### src/rtl/mem_load_pkg.sv
// Shared types, field widths and address encoders for the memory load driver.
package mem_load_pkg;

  typedef enum logic [2:0] {
    IDLE,
    FETCH,
    CAPTURE,
    PRESENT,
    DONE
  } state_t;

  localparam int X_W            = 7;
  localparam int Y_W            = 7;
  localparam int INCH_W         = 1;
  localparam int K_W            = 2;
  localparam int OUTCH_W        = 4;
  localparam int KERNEL_SEL_BIT = 15;

  // Counter geometry: four nested dimensions, index 0 innermost, wide enough for x/y.
  localparam int NUM_DIMS = 4;
  localparam int CNT_W    = 7;

  function automatic logic [15:0] encode_input(input logic [INCH_W-1:0] inch,
                                               input logic [Y_W-1:0]    y,
                                               input logic [X_W-1:0]    x);
    return {1'b0, inch, y, x};
  endfunction

  // Kernel fields sit right-aligned below the kernel select bit; the gap is zero.
  function automatic logic [15:0] encode_kernel(input logic [INCH_W-1:0]  inch,
                                                input logic [K_W-1:0]     ky,
                                                input logic [K_W-1:0]     kx,
                                                input logic [OUTCH_W-1:0] outch);
    logic [15:0] addr;
    addr = {6'b0, 1'b0, inch, ky, kx, outch};
    addr[KERNEL_SEL_BIT] = 1'b1;
    return addr;
  endfunction

endpackage

### src/rtl/mem_load_driver_if.sv
// Address/data write handshake between the load driver and the chip's memories.
interface mem_load_driver_if;

  logic [15:0] a_input;
  logic        a_valid;
  logic        a_ready;
  logic [15:0] b_input;
  logic        b_valid;
  logic        b_ready;
  logic        int_mem_we;

  modport master (
    output a_input, a_valid, b_input, b_valid, int_mem_we,
    input  a_ready, b_ready
  );

  modport slave (
    input  a_input, a_valid, b_input, b_valid, int_mem_we,
    output a_ready, b_ready
  );

endinterface

### src/rtl/mem_load_counter.sv
// Nested multi-dimension counter; each dimension wraps at its limit and carries outward.
module mem_load_counter
  import mem_load_pkg::*;
(
  input  logic                           clk,
  input  logic                           rst_n,
  input  logic                           clear,
  input  logic                           advance,
  input  logic [NUM_DIMS-1:0][CNT_W-1:0] limit,
  output logic [NUM_DIMS-1:0][CNT_W-1:0] count,
  output logic                           last
);

  logic [NUM_DIMS-1:0] at_limit;
  logic [NUM_DIMS:0]   carry;

  always_comb begin
    carry[0] = 1'b1;
    for (int i = 0; i < NUM_DIMS; i++) begin
      at_limit[i]  = (count[i] == limit[i]);
      carry[i + 1] = carry[i] & at_limit[i];
    end
  end

  assign last = &at_limit;

  always_ff @(posedge clk or negedge rst_n) begin
    if (!rst_n) begin
      count <= '0;
    end else if (clear) begin
      count <= '0;
    end else if (advance) begin
      for (int i = 0; i < NUM_DIMS; i++) begin
        if (carry[i]) begin
          count[i] <= at_limit[i] ? '0 : count[i] + 1'b1;
        end
      end
    end
  end

endmodule

### src/rtl/mem_load_driver.sv
// Streams host source words into the chip's input/kernel memories over the a/b handshake.
// Optional build macro MEM_LOAD_CHECKSUM_EN adds a running 16-bit sum of transferred data.
module mem_load_driver
  import mem_load_pkg::*;
#(
  parameter int IO_DATA_WIDTH      = 16,
  parameter int FEATURE_MAP_WIDTH  = 128,
  parameter int FEATURE_MAP_HEIGHT = 128,
  parameter int INPUT_NB_CHANNELS  = 2,
  parameter int OUTPUT_NB_CHANNELS = 16,
  parameter int KERNEL_SIZE        = 3,
  parameter int SRC_ADDR_WIDTH     = 20
) (
  input  logic                      clk,
  input  logic                      arst_n_in,
  input  logic                      start,
  output logic                      busy,
  output logic                      src_read_en,
  output logic [SRC_ADDR_WIDTH-1:0] src_read_addr,
  input  logic [IO_DATA_WIDTH-1:0]  src_qout,
  mem_load_driver_if.master         bus,
  output logic                      data_ready
`ifdef MEM_LOAD_CHECKSUM_EN
  ,
  output logic [15:0]               checksum
`endif
);

  state_t state_q, state_d;

  logic [SRC_ADDR_WIDTH-1:0]     ptr_q;
  logic                          kernel_q;
  logic [15:0]                   a_q;
  logic [15:0]                   b_q;
  logic                          valid_q;
  logic                          data_ready_q;
  logic                          xfer;
  logic                          clear_cnt;
  logic                          adv_cnt;
  logic                          cnt_last;
  logic [NUM_DIMS-1:0][CNT_W-1:0] limit;
  logic [NUM_DIMS-1:0][CNT_W-1:0] cnt;
  logic                          unused_cnt_bits;

  // Input phase walks inch/y/x; kernel phase walks inch/ky/kx/outch (outermost first).
  assign limit = kernel_q
    ? {CNT_W'(INPUT_NB_CHANNELS - 1), CNT_W'(KERNEL_SIZE - 1),
       CNT_W'(KERNEL_SIZE - 1),       CNT_W'(OUTPUT_NB_CHANNELS - 1)}
    : {CNT_W'(0),                     CNT_W'(INPUT_NB_CHANNELS - 1),
       CNT_W'(FEATURE_MAP_HEIGHT - 1), CNT_W'(FEATURE_MAP_WIDTH - 1)};

  assign unused_cnt_bits = ^{cnt[3][CNT_W-1:1], cnt[2][CNT_W-1:2]};

  mem_load_counter u_counter (
    .clk     (clk),
    .rst_n   (arst_n_in),
    .clear   (clear_cnt),
    .advance (adv_cnt),
    .limit   (limit),
    .count   (cnt),
    .last    (cnt_last)
  );

  assign xfer = (state_q == PRESENT) & valid_q & bus.a_ready & bus.b_ready;

  always_ff @(posedge clk or negedge arst_n_in) begin
    if (!arst_n_in) begin
      state_q <= IDLE;
    end else begin
      state_q <= state_d;
    end
  end

  always_comb begin
    state_d     = state_q;
    clear_cnt   = 1'b0;
    adv_cnt     = 1'b0;
    src_read_en = 1'b0;
    case (state_q)
      IDLE, DONE: begin
        if (start) begin
          state_d   = FETCH;
          clear_cnt = 1'b1;
        end
      end
      FETCH: begin
        src_read_en = 1'b1;
        state_d     = CAPTURE;
      end
      CAPTURE: state_d = PRESENT;
      PRESENT: begin
        if (xfer) begin
          if (cnt_last && kernel_q) begin
            state_d = DONE;
          end else if (cnt_last) begin
            state_d   = FETCH;
            clear_cnt = 1'b1;
          end else begin
            state_d = FETCH;
            adv_cnt = 1'b1;
          end
        end
      end
      default: state_d = IDLE;
    endcase
  end

  // Word registers, source pointer, phase flag and completion flag.
  always_ff @(posedge clk or negedge arst_n_in) begin
    if (!arst_n_in) begin
      ptr_q        <= '0;
      kernel_q     <= 1'b0;
      a_q          <= '0;
      b_q          <= '0;
      valid_q      <= 1'b0;
      data_ready_q <= 1'b0;
    end else begin
      case (state_q)
        IDLE, DONE: begin
          if (start) begin
            ptr_q        <= '0;
            kernel_q     <= 1'b0;
            data_ready_q <= 1'b0;
          end
        end
        CAPTURE: begin
          a_q     <= kernel_q
                     ? encode_kernel(cnt[3][0], cnt[2][1:0], cnt[1][1:0], cnt[0][3:0])
                     : encode_input(cnt[2][0], cnt[1], cnt[0]);
          b_q     <= 16'(src_qout);
          valid_q <= 1'b1;
        end
        PRESENT: begin
          if (xfer) begin
            valid_q <= 1'b0;
            ptr_q   <= ptr_q + 1'b1;
            if (cnt_last && kernel_q) begin
              data_ready_q <= 1'b1;
            end else if (cnt_last) begin
              kernel_q <= 1'b1;
            end
          end
        end
        default: ;
      endcase
    end
  end

`ifdef MEM_LOAD_CHECKSUM_EN
  always_ff @(posedge clk or negedge arst_n_in) begin
    if (!arst_n_in) begin
      checksum <= '0;
    end else if ((state_q == IDLE || state_q == DONE) && start) begin
      checksum <= '0;
    end else if (xfer) begin
      checksum <= checksum + b_q;
    end
  end
`endif

  assign busy           = (state_q == FETCH) || (state_q == CAPTURE) || (state_q == PRESENT);
  assign src_read_addr  = ptr_q;
  assign data_ready     = data_ready_q;
  assign bus.a_input    = a_q;
  assign bus.b_input    = b_q;
  assign bus.a_valid    = valid_q;
  assign bus.b_valid    = valid_q;
  assign bus.int_mem_we = xfer;

endmodule

### src/flat_wrapper.sv
// flat-port wrapper written by rule: the top's interface ports become plain ports
module mem_load_driver_flat import mem_load_pkg::*;
#(
  parameter int IO_DATA_WIDTH      = 16,
  parameter int FEATURE_MAP_WIDTH  = 128,
  parameter int FEATURE_MAP_HEIGHT = 128,
  parameter int INPUT_NB_CHANNELS  = 2,
  parameter int OUTPUT_NB_CHANNELS = 16,
  parameter int KERNEL_SIZE        = 3,
  parameter int SRC_ADDR_WIDTH     = 20
)
  (clk, arst_n_in, start, busy, src_read_en, src_read_addr, src_qout, data_ready, bus_a_input, bus_a_valid, bus_b_input, bus_b_valid, bus_int_mem_we, bus_a_ready, bus_b_ready);
  mem_load_driver_if bus_i ();
  input  logic clk;
  input  logic arst_n_in;
  input  logic start;
  output logic busy;
  output logic src_read_en;
  output logic [SRC_ADDR_WIDTH-1:0] src_read_addr;
  input  logic [IO_DATA_WIDTH-1:0] src_qout;
  output logic data_ready;
  output wire logic [$bits(bus_i.a_input)-1:0] bus_a_input;
  output wire logic [$bits(bus_i.a_valid)-1:0] bus_a_valid;
  output wire logic [$bits(bus_i.b_input)-1:0] bus_b_input;
  output wire logic [$bits(bus_i.b_valid)-1:0] bus_b_valid;
  output wire logic [$bits(bus_i.int_mem_we)-1:0] bus_int_mem_we;
  input wire logic [$bits(bus_i.a_ready)-1:0] bus_a_ready;
  input wire logic [$bits(bus_i.b_ready)-1:0] bus_b_ready;
  assign bus_a_input = bus_i.a_input;
  assign bus_a_valid = bus_i.a_valid;
  assign bus_b_input = bus_i.b_input;
  assign bus_b_valid = bus_i.b_valid;
  assign bus_int_mem_we = bus_i.int_mem_we;
  assign bus_i.a_ready = bus_a_ready;
  assign bus_i.b_ready = bus_b_ready;
  mem_load_driver #(.IO_DATA_WIDTH(IO_DATA_WIDTH), .FEATURE_MAP_WIDTH(FEATURE_MAP_WIDTH), .FEATURE_MAP_HEIGHT(FEATURE_MAP_HEIGHT), .INPUT_NB_CHANNELS(INPUT_NB_CHANNELS), .OUTPUT_NB_CHANNELS(OUTPUT_NB_CHANNELS), .KERNEL_SIZE(KERNEL_SIZE), .SRC_ADDR_WIDTH(SRC_ADDR_WIDTH)) u_core (.clk(clk), .arst_n_in(arst_n_in), .start(start), .busy(busy), .src_read_en(src_read_en), .src_read_addr(src_read_addr), .src_qout(src_qout), .bus(bus_i), .data_ready(data_ready));
endmodule
### config.mk
export PLATFORM = sky130hd
export DESIGN_NAME = mem_load_driver_flat
export DESIGN_NICKNAME = d
export VERILOG_FILES = /design/src/rtl/mem_load_pkg.sv /design/src/rtl/mem_load_driver_if.sv /design/src/rtl/mem_load_counter.sv /design/src/rtl/mem_load_driver.sv /design/src/flat_wrapper.sv
export SDC_FILE = /design/constraint.sdc
export NUM_CORES = 1
export LEC_CHECK = 0
export ABC_AREA = 1
export CAP_MARGIN = 20
export CORE_MARGIN = 1
export CORE_UTILIZATION = 50
export CTS_CLUSTER_DIAMETER = 50
export DETAILED_ROUTE_END_ITERATION = 6
export HOLD_SLACK_MARGIN = 0.03
export PLACE_DENSITY = 0.76
export SYNTH_ARGS = -nofsm -noshare
export SYNTH_HDL_FRONTEND = slang
export SYNTH_SLANG_ARGS = --single-unit
### constraint.sdc
create_clock -name clk -period 5.5 [get_ports clk]
set_clock_uncertainty 0.05 [all_clocks]
set_input_delay 1.1 -clock clk [delete_from_list [all_inputs] [get_ports clk]]
set_output_delay 1.1 -clock clk [all_outputs]
set_load 0.005 [all_outputs]
## Word-level counts from Yosys, hierarchy flattened

Cells that the tools add are included.

- Add/subtract/negate cells: 5
- Multiply operators: 0
- Div/mod/pow operators: 0
- Order comparisons: 0
- Equal/unequal tests: 13
- Shifts and indexed selects: 0
- Mux-type cells: 38
- Bitwise gates (word level): 5
- Reduce and logical (&&, ||, !) cells: 20

Operators by type and width:

| operator | number |
|---|---|
| two-way mux 28 bit | 2 |
| two-way mux 7 bit | 7 |
| two-way mux 20 bit | 2 |
| one-hot mux 20 bit (2 select lines) | 1 |
| adder 7 x 1 -> 7 bit, second input constant | 4 |
| == test 7 bit | 4 |
| two-way mux 22 bit | 1 |
| adder 20 x 1 -> 20 bit, second input constant | 1 |
| two-way mux 1 bit | 16 |
| two-way mux 16 bit | 1 |
| one-hot mux 3 bit (4 select lines) | 1 |
| nonzero test 2 bit | 6 |
| AND reduction 2 bit | 5 |
| two-way mux 3 bit | 3 |
| inequality test 2 bit, second input constant | 4 |
| one-hot mux 1 bit (2 select lines) | 4 |
| AND reduction 4 bit | 2 |
| == test 3 x 2 -> 1 bit, second input constant | 2 |
| AND 1 bit | 5 |
| AND reduction 5 bit | 1 |
| == test 3 x 1 -> 1 bit, second input constant | 1 |
| == test 3 bit, second input constant | 1 |
| zero test 3 bit | 1 |
| AND reduction 3 bit | 1 |
| other kinds (4) | 5 |

- Flip-flop bits (word level): 86
- Latch bits: 0
- Memory bits (writable): 0
- ROM bits: 0
- Bits of input ports: 21
- Output and inout port bits: 58
- Logic and storage cells: 92
- Memories: 0

## Depth between registers and ports, before layout

Gate-level depths: netlist of the first run.

- Depth after elaboration: 9
- Mapped depth: 14
- Gate-level depth less buffers: 14

## Hierarchy

A second synthesis of the first run with hierarchy kept.

- Cells, all modules: 694
- Area, all modules: 4963.5 sq um

Modules (own cells, without submodules):

| module | instances | cells an instance | area an instance (sq um) |
|---|---|---|---|
| mem_load_driver | 1 | 364 | 2834.0 |
| mem_load_counter | 1 | 330 | 2129.5 |

## Worst setup path before layout of the first run

OpenSTA, ideal clock, no wires.

- Path kind: input to output
- Start: input port bus_b_ready
- End: output port bus_int_mem_we
- Arrival: 1.449 ns
- Data required time: 4.350 ns
- Path slack: 2.901 ns
- Stages on the path: 4
- Buffers on the path: 0
- Cells stage by stage: nand2_1 nor2_1 nand2_1 clkinv_1

- Cells in the longest elaborated chain, start to end: 1

RTL lines:

| element | line | source |
|---|---|---|
| start: declaration | flat_wrapper.sv:28 | `input wire logic [$bits(bus_i.b_ready)-1:0] bus_b_ready;` |
| AND 1 bit | mem_load_driver.sv:64 | `assign xfer = (state_q == PRESENT) & valid_q & bus.a_ready & bus.b_ready;` |
| end: declaration | flat_wrapper.sv:26 | `output wire logic [$bits(bus_i.int_mem_we)-1:0] bus_int_mem_we;` |

No other way between the ends.

## Final worst setup path of the first run

- Start: input port bus_a_ready
- End: output port bus_int_mem_we

- Cells in the longest elaborated chain, start to end: 2

RTL lines:

| element | line | source |
|---|---|---|
| start: declaration | flat_wrapper.sv:27 | `input wire logic [$bits(bus_i.a_ready)-1:0] bus_a_ready;` |
| AND 1 bit (2 in series) | mem_load_driver.sv:64 |  |

No other way between the ends.

==> impl_metrics.toml, run 1 <==
[critical_path]
start_kind = "input port"
critPathKind = "input port to primary output"
worstPathMaxFanout = 8
rr_endpoint = "u_core.u_counter.count[7]$_DFFE_PN0P_"
setup.worst_path.start = "bus_a_ready"
crit_arrival_ns = 2.55
worst_r2r_path_depth = 12
r2r-start = "u_core.kernel_q$_DFFE_PN0P_"
cp-end-kind = "primary output"
worst_ep_required_time_ns = 4.35
r2r_setup_slack_ns = 2.71

[sta]
rsz0062_at_grt = "no"
slew_headroom_pct = 47.6
finalWorstSetupSlack_ns = 1.80
finalSetupTns_ns = 0
setup_viol = 0
slew_viol_final = 0
period_needed_ns = 3.70
period_share_pct = 67.3
fmax_ghz = 0.270
worst_pin_slew_ns = 0.785
hold_viol_final = 0
hold_ws_ns = 0.433

[cts]
cts-root-buf = "clkbuf_8"
cts_buffers = 9
cts.path.max_buffers = 2
cts_tree = "done"
post_cts_hold_buffer_count = 0
post_cts_resized = 0
htreeDepth = 3
cts_setup_buffers = 0
cts_sinks = 86
clock_latency_ns = 0.36
clkTransAtPathRegs_ns = 0.08

[synthesis]
yosysUniqueCellTypes = 37
synth_area_um2 = 4720
syn_avg_cell_area_um2 = 7.67
syn_inst = 616
yosysSeqAreaShare_pct = 45.6
syn-num-nets = 648
yosys_warnings = 0
synth-seq-cells = 86

[layout]
final_cell_mix = "231 x nand2_1, 86 x dfrtp_1, 77 x clkdlybuf4s50_1"
syn2layout_area_growth_pct = 23.3
drive_gt1_share_pct = 7.16
final_area_um2 = 5830
fin_nets = 725
final_common_cell = "nand2_1"
fin_util_pct = 63.3
fill_cells = 805
n_antenna_cell = 0
finalNonFillerCells = 809

[min_path]
hp-class = "flop to flop"
hold_depth = 2
min_to = "u_core.bus.b_input[11]$_DFFE_PN0P_"
hold_path.startpoint = "u_core.bus.b_input[11]$_DFFE_PN0P_"

[place]
dp_cells = 792
pre_cts_slack_ns = 1.79
post_dp_cell_area_um2 = 5580
place.gp.congestion = 0.902
hpwl_mm = 7.69
port_buffers = 78

[detailed_routing]
ant_nets = 0
drt_iter0_markers = 164
drc = 0
drtPass1Iterations = 7
wire_per_inst_um = 13.0
wirelength_mm = 10.6
vias_per_cell = 5.14
num_vias = 4155

[global_routing]
grt_usage_pct = 23.4
grt_pass1_vias = 4101
antenna_found_initial = 0
grt_max_degree = 87
grt_pass1_wl_mm = 18.5
gr-total-overflow = 0

[floorplan]
die_area_um2 = 9840
io_pins = 79
initial_core_util_pct = 51.4
core-area_um2 = 9200
die_h_um = 99.2
rows = 35
die_x_um = 99.2

[outcome]
status = "finished clean"

[power]
p_per_area_nw_per_um2 = 407
ir_drop_v = 0.000151
leakage_nw = 2.96
power_mw = 2.37

[run]
cap_violations = 0
==> metal layers <==
metal / vias to the layer above / part of all wire [%] / GRT usage (%)
met4: 0 / 0.96 / 6.56
met1: 1969 / 45 / 29.3
met2: 84 / 50 / 41.9
li1: 2093 / - / -
met5: - / 0 / 0
met3: 9 / 3.9 / 3.94
==> cell type report <==
| class | count | area [um2] | share of cell area [%] |
|---|---|---|---|
| Clock buffer | 9 | 124 | 2.13 |
| Clock inverter | 7 | 95.1 | 1.63 |
| Inverter | 64 | 240 | 4.12 |
| Multi-Input combinational cell | 451 | 2230 | 38.4 |
| Sequential cell | 86 | 2150 | 36.9 |
| Tap cell | 111 | 139 | 2.38 |
| Timing Repair Buffer | 81 | 841 | 14.4 |
==> cells by family (layout without fill, tap and decap cells) <==
| logic type | after synthesis | after routing | share of synthesized area [%] |
|---|---|---|---|
| fa+ha+maj | 11 | 11 | 2.91 |
| flops | 86 | 86 | 45.6 |
| simple gates | 377 | 377 | 35.3 |
| xor+xnor | 24 | 24 | 4.45 |
| compound gates | 39 | 39 | 4.56 |
| buf+inv | 79 | 161 | 7.18 |
==> power breakdown <==
part	internal [mW]	switching (mW)	total, mW
logic	0.427	0.516	0.943
clock network	0.257	0.239	0.497
registers	0.791	0.140	0.931
==> worst max-delay path, stage by stage <==
cell	delay, ns
clkdlybuf4s50_1	0.45
nand2_1	0.04
nor2_1	0.11
nand2_1	0.12
clkinv_1	0.18
clkdlybuf4s50_1	0.54
==> worst max path at each step <==
| stage | end | slack (ns) | cells past startpoint |
|---|---|---|---|
| floorplan | bus_int_mem_we | 2.90 | 4 |
| global placement | bus_int_mem_we | 1.81 | 6 |
| detailed placement | bus_int_mem_we | 1.79 | 6 |
| CTS | bus_int_mem_we | 1.78 | 6 |
| global route | bus_int_mem_we | 1.69 | 6 |
| finish | bus_int_mem_we | 1.80 | 6 |
==> Yosys cell counts (all sizes together) <==
| library cell | count | area share [%] |
|---|---|---|
| nand2 | 237 | 19 |
| dfrtp | 86 | 46 |
| inv | 63 | 5.0 |
| nor2 | 58 | 5.5 |
| nand3 | 46 | 5.9 |
| o21ai | 27 | 2.9 |
| xor2 | 19 | 3.5 |
| nor3 | 15 | 1.6 |
| ha | 11 | 2.9 |
| nand4 | 9 | 1.3 |
| buf | 8 | 1.5 |
| clkbuf | 7 | 0.56 |
| a21oi | 6 | 0.64 |
| nand3b | 6 | 0.95 |
| xnor2 | 5 | 0.93 |
| o31ai | 3 | 0.48 |
| or2 | 3 | 0.40 |
| and3 | 2 | 0.26 |
| a21o | 1 | 0.16 |
| clkinv | 1 | 0.079 |
| nor3b | 1 | 0.16 |
| o21bai | 1 | 0.16 |
| o221ai | 1 | 0.19 |
==> sequential cells by signal, summed over array words and instances (netlist names) <==
| signal | count |
|---|---|
| u_core.src_read_addr | 20 |
| u_core.bus.a_valid | 1 |
| u_core.u_counter.count | 28 |
| u_core.data_ready | 1 |
| u_core.kernel_q | 1 |
| u_core.state_q | 3 |
| u_core.bus.b_input | 16 |
| u_core.bus.a_input | 16 |
No activity file was read; power rests on OpenSTA's default activity.
==> inputs of run 2 (changes only) <==
==> constraint.sdc (replaced) <==
create_clock -name clk -period 3.6 [get_ports clk]
set_clock_uncertainty 0.05 [all_clocks]
set_input_delay 0.72 -clock clk [delete_from_list [all_inputs] [get_ports clk]]
set_output_delay 0.72 -clock clk [all_outputs]
set_load 0.005 [all_outputs]
==> run 2 against run 1 <==
Effect of this change: combinational power rose by 55%; die area did not move; cell count rose by 0.12%; critical path type is now flop to primary output; clock power rose by 38%; first-iteration DRC count rose by 63%; hold slack got worse by 0.17 ns; register-to-register slack got worse by 1.9 ns; global-route usage barely moved; sequential cell count did not move; cell area fell by 0.41%.
==> impl_metrics.toml, run 2 (synthesis results as in run 1) <==
[cts]
post_cts_hold_buffer_count = 0
cts_sinks = 86
htreeDepth = 3
clkTransAtPathRegs_ns = 0.11
clock_latency_ns = 0.38
cts_tree = "done"
post_cts_resized = 0
cts_buffers = 9
cts.path.max_buffers = 2
cts-root-buf = "clkbuf_8"
cts_setup_buffers = 0

[layout]
fin_nets = 726
final_common_cell = "nand2_1"
n_antenna_cell = 0
fin_util_pct = 63.1
drive_gt1_share_pct = 7.30
top_register = "u_core.u_counter.count"
syn2layout_area_growth_pct = 22.8
largest_register_ffs = 28
final_cell_mix = "231 x nand2_1, 86 x dfrtp_1, 77 x clkdlybuf4s50_1"

[min_path]
hp-class = "input port to async pin"

[global_routing]
grt_max_degree = 87
grt_pass1_wl_mm = 18.6
grt_pass1_vias = 3998
antenna_found_initial = 0
gr-total-overflow = 0
grt_usage_pct = 23.4

[critical_path]
r2r_setup_slack_ns = 0.82
crit_path_max_incr_delay_ns = 0.54
start_kind = "flop"
cp_cell_sequence = "inv_1 -> nand3_2 -> inv_2 -> nand2_1 -> clkinv_1 -> clkdlybuf4s50_1"
cp_slowest_cell = "clkdlybuf4s50_1"
crit_arrival_ns = 2.16
critPathKind = "flop to primary output"
worstPathMaxFanout = 14
worst_ep_required_time_ns = 2.83
cp-end-kind = "primary output"

[power]
ir_drop_v = 0.000312
leakage_nw = 2.95
p_per_area_nw_per_um2 = 614

[floorplan]
die_x_um = 99.2
io_pins = 79
core-area_um2 = 9200
rows = 35
die_area_um2 = 9840
die_h_um = 99.2
initial_core_util_pct = 51.4

[sta]
period_share_pct = 81.4
finalSetupTns_ns = 0
hold_viol_final = 0
fmax_ghz = 0.341
slew_viol_final = 0
period_needed_ns = 2.93
worst_pin_slew_ns = 0.587
slew_headroom_pct = 60.8
rsz0062_at_grt = "no"
setup_viol = 0

[place]
place.gp.congestion = 0.904
port_buffers = 78
hpwl_mm = 7.67

[detailed_routing]
ant_nets = 0
wire_per_inst_um = 13.2
drtPass1Iterations = 6
num_vias = 4158
drc = 0
wirelength_mm = 10.7
vias_per_cell = 5.13
drt_iter0_markers = 267

[run]
cap_violations = 0

[outcome]
status = "finished clean"
## run 2: cell types whose count changed in the layout (fill, tap and decap cells not counted), sizes merged
cell,delta
buf,+1
bufinv,-2
clkinvlp,-1
inv,+3
## run 2: final cells by class
class	count	area, um2
Timing Repair Buffer	82	841
Fill cell	809	3390
Inverter	64	240
Clock buffer	9	124
Tap cell	111	139
Sequential cell	86	2150
Multi-Input combinational cell	451	2230
Clock inverter	7	71.3
## run 2: worst paths after layout
kind,from,depth (start not counted),endpoint
min in group clk,u_core.bus.a_input[1]$_DFFE_PN0P_,2,u_core.bus.a_input[1]$_DFFE_PN0P_
max in group asynchronous,arst_n_in,2,u_core.data_ready$_DFFE_PN0P_
min,arst_n_in,1,u_core.src_read_addr[19]$_DFFE_PN0P_
max,u_core.state_q[2]$_DFFE_PN0P_,6,bus_int_mem_we
min reg2reg,u_core.bus.a_input[1]$_DFFE_PN0P_,2,u_core.bus.a_input[1]$_DFFE_PN0P_
max reg2reg,u_core.kernel_q$_DFFE_PN0P_,12,u_core.u_counter.count[4]$_DFFE_PN0P_
## run 2: power breakdown
group          switching [mW]  internal (mW)  total, mW  leakage, nW
clock                   0.411          0.275      0.686        0.102
combinational           0.796          0.660       1.46         1.71
sequential              0.210           1.21       1.42         1.14
total                    1.42           2.14       3.56         2.95
## run 2: through the flow
stage                     cell area, um2  worst slack [ns]  hold WS [ns]  power, mW  instances
after floorplan                     4720              1.55         0.374       2.22        616
after global placement              5560             0.737         0.403       2.82        792
after detailed placement            5590             0.726         0.409       2.89        793
after CTS                           5780             0.680         0.433       3.58        809
after global routing                5800             0.546         0.317       3.83        810
final                               5800             0.670         0.268       3.56        810
## run 2: critical path: cells and delay by family (launching register included)
kind / cells / cell delay (ns)
buffers and inverters: 4 / 1.11
flip-flops: 1 / 0.40
AND/OR/NAND/NOR: 2 / 0.29
## run 2: metal layers
layer  up-vias  GRT usage, %  part of all wire (%)
met5         -             0                     0
met2        74          40.0                    49
li1       2096             -                     -
met1      1981          30.9                    46
met3         7          3.16                   4.0
met4         0          7.81                  0.75
==> inputs of run 3 (changes only) <==
==> constraint.sdc (replaced) <==
create_clock -name clk -period 3.05 [get_ports clk]
set_clock_uncertainty 0.05 [all_clocks]
set_input_delay 0.61 -clock clk [delete_from_list [all_inputs] [get_ports clk]]
set_output_delay 0.61 -clock clk [all_outputs]
set_load 0.005 [all_outputs]
==> run 3 against run 2 <==
Effect of this change: register-to-register slack got worse by 0.19 ns; highest routed layer unchanged; non-clock buffer count rose by 2; core utilization is 0.054 points lower; combinational power increased by 19%; global-route usage fell by 0.47 points; routed wire length down 2.0%; sequential share of layout area about the same; sequential cell count stayed put; largest cell class unchanged; cell area is essentially flat; worst setup slack got worse by 0.33 ns; count of clock-buffer cells in the layout grew 3.
==> impl_metrics.toml, run 3 (synthesis results as in run 1) <==
[sta]
setup_viol = 0
worst_pin_slew_ns = 0.450
finalSetupTns_ns = 0
fmax_ghz = 0.370
slew_viol_final = 0
period_needed_ns = 2.71
slew_headroom_pct = 70.0
hold_ws_ns = 0.230
period_share_pct = 88.7
hold_viol_final = 0
rsz0062_at_grt = "no"

[critical_path]
rr_endpoint = "u_core.u_counter.count[0]$_DFFE_PN0P_"
cp-end-kind = "primary output"
worstPathMaxFanout = 14
worst_ep_required_time_ns = 2.39
r2r_setup_slack_ns = 0.63
critPathKind = "flop to primary output"
worst_r2r_path_depth = 12
crit_arrival_ns = 2.05
start_kind = "flop"
r2r-start = "u_core.kernel_q$_DFFE_PN0P_"

[layout]
final_cell_mix = "231 x nand2_1, 86 x dfrtp_1, 77 x clkdlybuf4s50_1"
drive_gt1_share_pct = 7.29
final_area_um2 = 5800
largest_register_ffs = 28
fin_nets = 728
syn2layout_area_growth_pct = 22.7
top_register = "u_core.u_counter.count"
final_common_cell = "nand2_1"
n_antenna_cell = 0

[detailed_routing]
ant_nets = 0
drtPass1Iterations = 7
drt_iter0_markers = 194
num_vias = 4149
wire_per_inst_um = 12.9
wirelength_mm = 10.5
drc = 0
vias_per_cell = 5.12

[run]
cap_violations = 0

[cts]
clock_latency_ns = 0.36
cts_tree = "done"
htreeDepth = 3
cts_setup_buffers = 0
cts.path.max_buffers = 2
cts-root-buf = "clkbuf_8"
post_cts_resized = 0
cts_buffers = 9
post_cts_hold_buffer_count = 0
cts_sinks = 86
clkTransAtPathRegs_ns = 0.09

[power]
leakage_nw = 2.95
ir_drop_v = 0.000338
p_per_area_nw_per_um2 = 712

[global_routing]
grt_pass1_wl_mm = 18.2
antenna_found_initial = 0
grt_usage_pct = 22.9
gr-total-overflow = 0
grt_pass1_vias = 4030
grt_max_degree = 87

[floorplan]
initial_core_util_pct = 51.4
die_area_um2 = 9840
die_h_um = 99.2
rows = 35
die_x_um = 99.2
io_pins = 79
core-area_um2 = 9200

[min_path]
hp-class = "input port to async pin"

[place]
port_buffers = 78
place.gp.congestion = 0.865
post_dp_cell_area_um2 = 5620
hpwl_mm = 7.57

[outcome]
status = "finished clean"
[run 3: cell count changes in the layout (fill, tap and decap cells not counted)]
cell / delta
inv_6: -1
clkinvlp_4: +2
inv_8: -4
buf_4: +2
clkbuf_8: +2
clkinv_4: -2
clkinv_2: +1
clkbuf_1: +1
[run 3: metrics by stage]
stage                     total power, mW  std cells  worst slack [ns]  util, %
after floorplan                      2.62        616             0.998        -
after global placement               3.34        795             0.500     60.8
after detailed placement             3.44        796             0.482     61.1
after CTS                            4.17        811             0.347     63.0
after global routing                 4.44        811             0.212     63.0
final                                4.12        811             0.344     63.0
[run 3: worst max-delay path by stage]
stage	startpoint	endpoint	slack, ns	cells past startpoint
after floorplan	u_core.kernel_q$_DFFE_PN0P_	u_core.u_counter.count[8]$_DFFE_PN0P_	1.0	12
after global placement	bus_b_ready	bus_int_mem_we	0.50	6
after detailed placement	bus_b_ready	bus_int_mem_we	0.48	6
after CTS	u_core.state_q[2]$_DFFE_PN0P_	bus_int_mem_we	0.35	6
after global routing	u_core.state_q[2]$_DFFE_PN0P_	bus_int_mem_we	0.21	6
final	u_core.state_q[2]$_DFFE_PN0P_	bus_int_mem_we	0.34	6
[run 3: area by class of cell]
type                    instances  area, um2
repair buffers                 84        856
flip-flops and latches         86       2150
multi-input cells             451       2230
fillers                       817       3400
well taps                     111        139
clock inverters                 3       20.0
clock buffers                  12        155
inverters                      64        240
[run 3: worst max-delay path: stages (launching register included)]
cell and delay (ns):
dfrtp_1 0.40, inv_1 0.11, nand3_2 0.13, inv_2 0.26, nand2_1 0.19, clkinv_1 0.09
clkdlybuf4s50_1 0.50
[run 3: power breakdown]
group          switching [mW]  total [mW]  internal (mW)
registers               0.227        1.65           1.43
logic                   0.950        1.74          0.793
clock network           0.393       0.728          0.335
total                    1.57        4.12           2.55
[run 3: routing by layer]
layer	GRT usage [%]	part of all wire [%]	wire length (um)	vias up
met1	30.2	46	4820	1939
met3	3.09	4.4	466	14
met5	0	0	0	-
met2	38.9	48	5060	102
li1	-	-	-	2094
met4	8.37	1.3	138	0
